`src/rtl/mem_arb_pkg.sv`:
```
// ============================================================================
// Module      : mem_arb_pkg
// Description : Shared types and default widths for the cacheline port arbiter.
// Revision    : 1.0 - initial release
// ============================================================================
`default_nettype none

package mem_arb_pkg;

    localparam int c_ADDR_WIDTH = 32;
    localparam int c_LINE_WIDTH = 256;

    typedef enum logic [1:0] {
        IDLE    = 2'd0,
        SERVE_I = 2'd1,
        SERVE_D = 2'd2
    } arb_state_t;

    typedef enum logic {
        OWNER_I = 1'b0,
        OWNER_D = 1'b1
    } owner_t;

endpackage

`default_nettype wire

```
`src/rtl/rr_pick2.sv`:
```
// ============================================================================
// Module      : rr_pick2
// Description : Two-way round-robin pick; on a tie the side that did not own
//               the port last time wins.
// Revision    : 1.0 - initial release
// ============================================================================
`default_nettype none

module rr_pick2
    import mem_arb_pkg::*;
(
    input  logic   i_pend_i,
    input  logic   i_pend_d,
    input  owner_t i_last_owner,
    output owner_t o_owner
);

    always_comb begin
        o_owner = OWNER_I;
        if (i_pend_i && i_pend_d) begin
            o_owner = (i_last_owner == OWNER_I) ? OWNER_D : OWNER_I;
        end else if (i_pend_d) begin
            o_owner = OWNER_D;
        end
    end

endmodule

`default_nettype wire

```
`src/rtl/mem_port_arbiter.sv`:
```
// ============================================================================
// Module      : mem_port_arbiter
// Description : Serialises I-side and D-side cacheline requests onto a single
//               registered memory port, holding one owner until mem_resp.
// Revision    : 1.0 - initial release
// ============================================================================
`default_nettype none

module mem_port_arbiter
    import mem_arb_pkg::*;
#(
    parameter int ADDR_WIDTH = c_ADDR_WIDTH,
    parameter int LINE_WIDTH = c_LINE_WIDTH
) (
    input  logic                  clk,
    input  logic                  rst,

    input  logic [ADDR_WIDTH-1:0] i_addr,
    input  logic                  i_read,
    input  logic                  i_write,
    input  logic [LINE_WIDTH-1:0] i_wdata,
    output logic [LINE_WIDTH-1:0] i_rdata,
    output logic                  i_resp,

    input  logic [ADDR_WIDTH-1:0] d_addr,
    input  logic                  d_read,
    input  logic                  d_write,
    input  logic [LINE_WIDTH-1:0] d_wdata,
    output logic [LINE_WIDTH-1:0] d_rdata,
    output logic                  d_resp,

    output logic [ADDR_WIDTH-1:0] mem_addr,
    output logic                  mem_read,
    output logic                  mem_write,
    output logic [LINE_WIDTH-1:0] mem_wdata,
    input  logic [LINE_WIDTH-1:0] mem_rdata,
    input  logic                  mem_resp
);

    arb_state_t            r_state;
    arb_state_t            w_state_nxt;
    owner_t                r_last_owner;
    owner_t                w_pick;
    logic                  w_pend_i;
    logic                  w_pend_d;
    logic                  w_grant;

    logic [ADDR_WIDTH-1:0] w_sel_addr;
    logic [LINE_WIDTH-1:0] w_sel_wdata;
    logic                  w_sel_write;
    logic                  w_sel_read;

    logic [ADDR_WIDTH-1:0] r_mem_addr;
    logic [LINE_WIDTH-1:0] r_mem_wdata;
    logic                  r_mem_read;
    logic                  r_mem_write;

    assign w_pend_i = i_read | i_write;
    assign w_pend_d = d_read | d_write;

    rr_pick2 u_pick (
        .i_pend_i     (w_pend_i),
        .i_pend_d     (w_pend_d),
        .i_last_owner (r_last_owner),
        .o_owner      (w_pick)
    );

    assign w_sel_addr  = (w_pick == OWNER_D) ? d_addr  : i_addr;
    assign w_sel_wdata = (w_pick == OWNER_D) ? d_wdata : i_wdata;
    assign w_sel_write = (w_pick == OWNER_D) ? d_write : i_write;
    // A side raising both strobes is a protocol error; the write is honoured.
    assign w_sel_read  = ((w_pick == OWNER_D) ? d_read : i_read) & ~w_sel_write;

    always_comb begin
        w_state_nxt = r_state;
        w_grant     = 1'b0;
        case (r_state)
            IDLE: begin
                if (w_pend_i || w_pend_d) begin
                    w_grant     = 1'b1;
                    w_state_nxt = (w_pick == OWNER_D) ? SERVE_D : SERVE_I;
                end
            end
            SERVE_I, SERVE_D: begin
                if (mem_resp) begin
                    w_state_nxt = IDLE;
                end
            end
            default: w_state_nxt = IDLE;
        endcase
    end

    always_ff @(posedge clk) begin
        if (rst) begin
            r_state      <= IDLE;
            r_last_owner <= OWNER_I;
            r_mem_addr   <= '0;
            r_mem_wdata  <= '0;
            r_mem_read   <= 1'b0;
            r_mem_write  <= 1'b0;
        end else begin
            r_state <= w_state_nxt;
            if (w_grant) begin
                r_last_owner <= w_pick;
                r_mem_addr   <= w_sel_addr;
                r_mem_wdata  <= w_sel_wdata;
                r_mem_read   <= w_sel_read;
                r_mem_write  <= w_sel_write;
            end else if ((r_state != IDLE) && mem_resp) begin
                r_mem_read  <= 1'b0;
                r_mem_write <= 1'b0;
            end
        end
    end

    assign mem_addr  = r_mem_addr;
    assign mem_wdata = r_mem_wdata;
    assign mem_read  = r_mem_read;
    assign mem_write = r_mem_write;

    // Responses are combinational so the owner sees completion in the resp cycle.
    assign i_resp  = mem_resp & (r_state == SERVE_I);
    assign d_resp  = mem_resp & (r_state == SERVE_D);
    assign i_rdata = mem_rdata;
    assign d_rdata = mem_rdata;

    a_i_rw_exclusive : assert property (@(posedge clk) disable iff (rst) !(i_read && i_write));
    a_d_rw_exclusive : assert property (@(posedge clk) disable iff (rst) !(d_read && d_write));

endmodule

`default_nettype wire

```
`config.mk`:
```
export PLATFORM = sky130hd
export DESIGN_NAME = mem_port_arbiter
export DESIGN_NICKNAME = d
export VERILOG_FILES = /design/src/rtl/mem_arb_pkg.sv /design/src/rtl/rr_pick2.sv /design/src/rtl/mem_port_arbiter.sv
export SDC_FILE = /design/constraint.sdc
export NUM_CORES = 1
export LEC_CHECK = 0
export CAP_MARGIN = 20
export CORE_AREA = 2 2 637 639
export DETAILED_ROUTE_END_ITERATION = 10
export DIE_AREA = 0 0 639 641
export PLACE_DENSITY = 0.3
export SYNTH_ARGS = -nofsm -noshare
export SYNTH_HDL_FRONTEND = slang
export SYNTH_SLANG_ARGS = --single-unit
```
`constraint.sdc`:
```
create_clock -name clk -period 3.78 [get_ports clk]
set_input_delay 0.756 -clock clk [delete_from_list [all_inputs] [get_ports clk]]
set_output_delay 0.756 -clock clk [all_outputs]
set_load 0.05 [all_outputs]
```
After elaboration in Yosys (flattened, before gate mapping):

Cells that the tools add are included.

* reduce and logical (&&, ||, !) cells: 8
* equality and inequality tests: 4
* mux-type cells: 16
* bitwise logic cells: 6

Operators with widths (count)
* $mux 256: 1
* $mux 32: 1
* $mux 1: 10
* $mux 2: 3
* $ne 2x2->1 const B: 2
* $pmux 2 s2: 1
* $reduce_bool 2->1: 2
* $and 1x1->1: 3
* $eq 2x1->1 const B: 1
* $eq 2x2->1 const B: 1
* $logic_and 1x1->1: 2
* $logic_not 2->1: 1
* $or 1x1->1: 2
* $reduce_and 2->1: 1
* $reduce_or 2->1: 1
* $logic_or 1x1->1: 1
* $not 1->1: 1

* logic and storage cells: 40
* output and inout port bits: 804
* flip-flop bits (word level): 293
* input bits: 839

Logic depth before layout (Yosys ltp):

* depth after elaboration: 7
* gate-level depth with buffers: 7
* gate-level depth less buffers: 6

Cells and area by module:

Synthesis repeated with hierarchy kept, for this count alone.

* cell total of the unflattened synthesis: 1835
* area, all modules: 18293.8 um2

Modules (own cells, without submodules)
* mem_port_arbiter: cells an instance 1834, area an instance 18282.5 um2, times used 1, seq. area each 5865.6 um2
* rr_pick2: cells an instance 1, area an instance 11.3 um2, times used 1, seq. area each 0.0 um2

Worst setup path after synthesis:

OpenSTA, ideal clock, no wires.

* path type: in2out
* start point: in mem_resp
* end point: out i_resp
* required time: 3.024 ns
* arrival time: 1.168 ns
* setup slack: 1.856 ns
* buffers on the path: 0
* stages: 1
* path through: and2_1

* word-level cells in the longest chain between the ends: 1

Ends and longest elaborated chain
* start, declared: RTL line mem_port_arbiter.sv:37 `input logic mem_resp`
* $and 1x1->1: RTL line mem_port_arbiter.sv:122 `assign i_resp = mem_resp & (r_state == SERVE_I);`
* end, declared: RTL line mem_port_arbiter.sv:23 `output logic i_resp,`

Every way passes these cells.

Worst setup path in the final report:

* start point: in mem_resp
* end point: out d_resp

* word-level cells in the longest chain between the ends: 1

Ends and longest elaborated chain
* $and 1x1->1: RTL line mem_port_arbiter.sv:123 `assign d_resp = mem_resp & (r_state == SERVE_D);`
* end, declared: RTL line mem_port_arbiter.sv:30 `output logic d_resp,`

Every way passes these cells.

==> flow_summary_export.csv <==
group,metric,value,unit
sta,hold_violations,0,
die,ios,1643,
die,rows,233,
worst_setup_path,worstPathArrival,2340,ps
worst_setup_path,critPathLaunchType,"input port",
cells_and_area,final_util,7.37,%
worst_setup_path,cp_common_cell,"clkdlybuf4s50_1",
clock_network,htree_num_levels,2,
worst_setup_path,cpMaxStageDelayCell,"clkdlybuf4s50_1",
cells_and_area,drive_above_1_share,8.59,%
routing,wl_per_cell,28.9,um
clock_network,post-cts-setup-buffers,0,
pwr,p_per_area,624,mW/mm2
routing,antenna_left,0,
yosys,avgSynthCellArea,7.82,um2
sta,drv_slew,0,
global_route,grt_pass1_wl,263000,um
global_route,grt_max_degree,93,
clock_network,cts-buffers-inserted,47,
clock_network,clockBufferDepth,3,
yosys,synthArstFlopShare,0,%
routing,drcViolationCount,0,
clock_network,postCtsResizedCells,0,
sta,rsz0062_at_grt,"no",
worst_setup_path,critPathCaptureType,"output port",
worst_setup_path,path_class,"input port to output port",
yosys,dominantRegCellSynth,"dfxtp_1",
placed_design,dp_cells,7680,
die,die_w,639,um
cells_and_area,mostFrequentLayoutCells,"clkdlybuf4s50_1, nand2_1, dfxtp_1, nor2_1, a311oi_1",
cells_and_area,layout.nets,3284,
clock_network,clk_latency,700,ps
routing,drt_iter0_markers,1121,
placed_design,gp_congestion,0.849,
placed_design,hpwl,202000,um
yosys,syn_area,0.0167,mm2
global_route,grt_overflow,0,
yosys,synth.distinct_cells,28,
cells_and_area,final_common_cell,"clkdlybuf4s50_1",
sta,fin_crit_sh,82.0,%
clock_network,path_clk_slew,50,ps
routing,routed_via_density,2.20,
global_route,grt_pass1_vias,17200,
yosys,syn_inst,2138,
die,die_area,0.410,mm2
die,start_util,4.16,%
run,maxCapViolCount,0,
clock_network,clkSinkCount,293,
die,core_area,0.402,mm2
sta,clock_skew,22.7,ps
sta,clock.fmax,323,MHz
yosys,yosysSeqAreaShare,35.1,%
sta,fin_setup_tns,0,ps
die,die_h,641,um
clock_network,cts_tree,"yes",
clock_network,root_buffer,"clkbuf_16",
cells_and_area,areaGrowthSynthToFinish,77.3,%
worst_setup_path,crit_path_max_fanout,4,
yosys,synth-edff-count,0,
outcome,run_status,"completed",
yosys,ys_warn_count,0,
worst_hold_path,holdPathStages,1,
global_route,grt_antenna_before_repair,58,
worst_setup_path,critPathMaxStageDelay,810,ps
sta,relSlewSlack,20.2,%
cells_and_area,n_fill_cell,47000,
pwr,ir_drop,0.000336,V
worst_hold_path,hold_class,"flip-flop to flip-flop",
worst_setup_path,crit_chain,"clkdlybuf4s50_1 -> and2_1 -> clkdlybuf4s50_1",
sta,setup_viol,0,
pwr,p_leak,9.40,nW
sta,finalCriticalPeriod,3100,ps
routing,drtPass1Iterations,5,
sta,worst_pin_slew,1190,ps
routing,via_count,17100,
yosys,syn_nets,2980,
placed_design,port_buffers,874,
worst_setup_path,worstPathRequired,3020,ps
clock_network,ctsHoldBuffers,0,
yosys,synth_seq_cells,293,
global_route,grt.total_usage,10.5,%
routing,routed_wl,225000,um
cells_and_area,fin_cells,7790,
worst_setup_path,reg2reg_depth,7,
[critical path, delay by kind of cell]
kind,cells,cell delay [ps]
buf+inv,2,1390
simple gates,1,200
[flip-flops by register name, summed over array words and instances, names as in the netlist]
signal	cells
r_last_owner	1
mem_read	1
r_state	2
mem_addr	32
mem_write	1
mem_wdata	256
[report_power, final]
part           leakage (nW)  internal (W)  total [W]  switching [W]
Sequential             2.44       0.00389    0.00448       0.000588
Clock                 0.779       0.00275    0.00470        0.00194
Combinational          6.18       0.00273    0.00932        0.00659
Total                  9.40       0.00937     0.0185        0.00912
[final timing paths]
check	slack, ps	start	endpoint
worst min-delay path	490	mem_addr[27]$_SDFFE_PP0P_	mem_addr[27]$_SDFFE_PP0P_
worst min register to register	490	mem_addr[27]$_SDFFE_PP0P_	mem_addr[27]$_SDFFE_PP0P_
worst max register to register	1420	r_state[1]$_SDFFE_PP0P_	mem_wdata[108]$_SDFFE_PP0P_
worst max-delay path	680	mem_resp	d_resp
[metrics by stage]
| step | cell area, um2 | hold slack (ps) | worst slack, ps | power (W) |
|---|---|---|---|---|
| floorplan | 16700 | 482 | 1860 | 0.0107 |
| global placement | 28000 | 482 | 447 | 0.0142 |
| detailed placement | 28000 | 482 | 498 | 0.0143 |
| CTS | 29600 | 499 | 612 | 0.0192 |
| global route | 29600 | 512 | 613 | 0.0196 |
| finish | 29600 | 494 | 682 | 0.0185 |
[area by class of cell]
type / count / area [um2] / share of cell area, %
tap: 5287 / 6620 / 22.3
sequential: 293 / 5870 / 19.8
timing repair buffer: 923 / 9250 / 31.2
multi-input combinational: 1173 / 6230 / 21.0
clock inverter: 14 / 156 / 0.528
antenna: 23 / 57.6 / 0.194
inverter: 4 / 15.0 / 0.0507
clock buffer: 73 / 1440 / 4.87
[synth_stat cells, types with 2 or more instances]
| master | n | area, um2 |
|---|---|---|
| nand2_1 | 563 | 2110 |
| buf_4 | 526 | 3950 |
| dfxtp_1 | 293 | 5870 |
| nor2_1 | 285 | 1070 |
| a311oi_1 | 242 | 2120 |
| buf_2 | 99 | 495 |
| clkbuf_1 | 39 | 146 |
| a311oi_2 | 38 | 571 |
| and2_1 | 11 | 68.8 |
| a221o_1 | 8 | 80.1 |
| nand2b_1 | 5 | 31.3 |
| a21oi_1 | 4 | 20.0 |
| inv_1 | 4 | 15.0 |
| ha_1 | 3 | 37.5 |
| o32ai_1 | 3 | 26.3 |
| a31oi_1 | 2 | 12.5 |
| buf_1 | 2 | 7.51 |
[kinds of logic (layout without fill, tap and decap cells)]
group / count (synthesis) / after routing / share of synthesized area, %
adder cells (fa/ha/maj): 3 / 3 / 0.225
AND/OR/NAND/NOR: 868 / 868 / 19.8
AO/OA/AOI/OAI: 302 / 302 / 17.2
buffers and inverters: 672 / 1014 / 27.7
flip-flops: 293 / 293 / 35.1
other: 0 / 23 / 0
[per-layer routing]
layer	vias to the layer above	routed length, um	global-route usage (%)
met5	-	542	0.933
met4	10	7600	3.48
met3	325	41100	8.82
met2	1485	117000	19.2
met1	7948	59400	7.95
li1	7341	-	-
No activity file was read; power rests on OpenSTA's default activity.
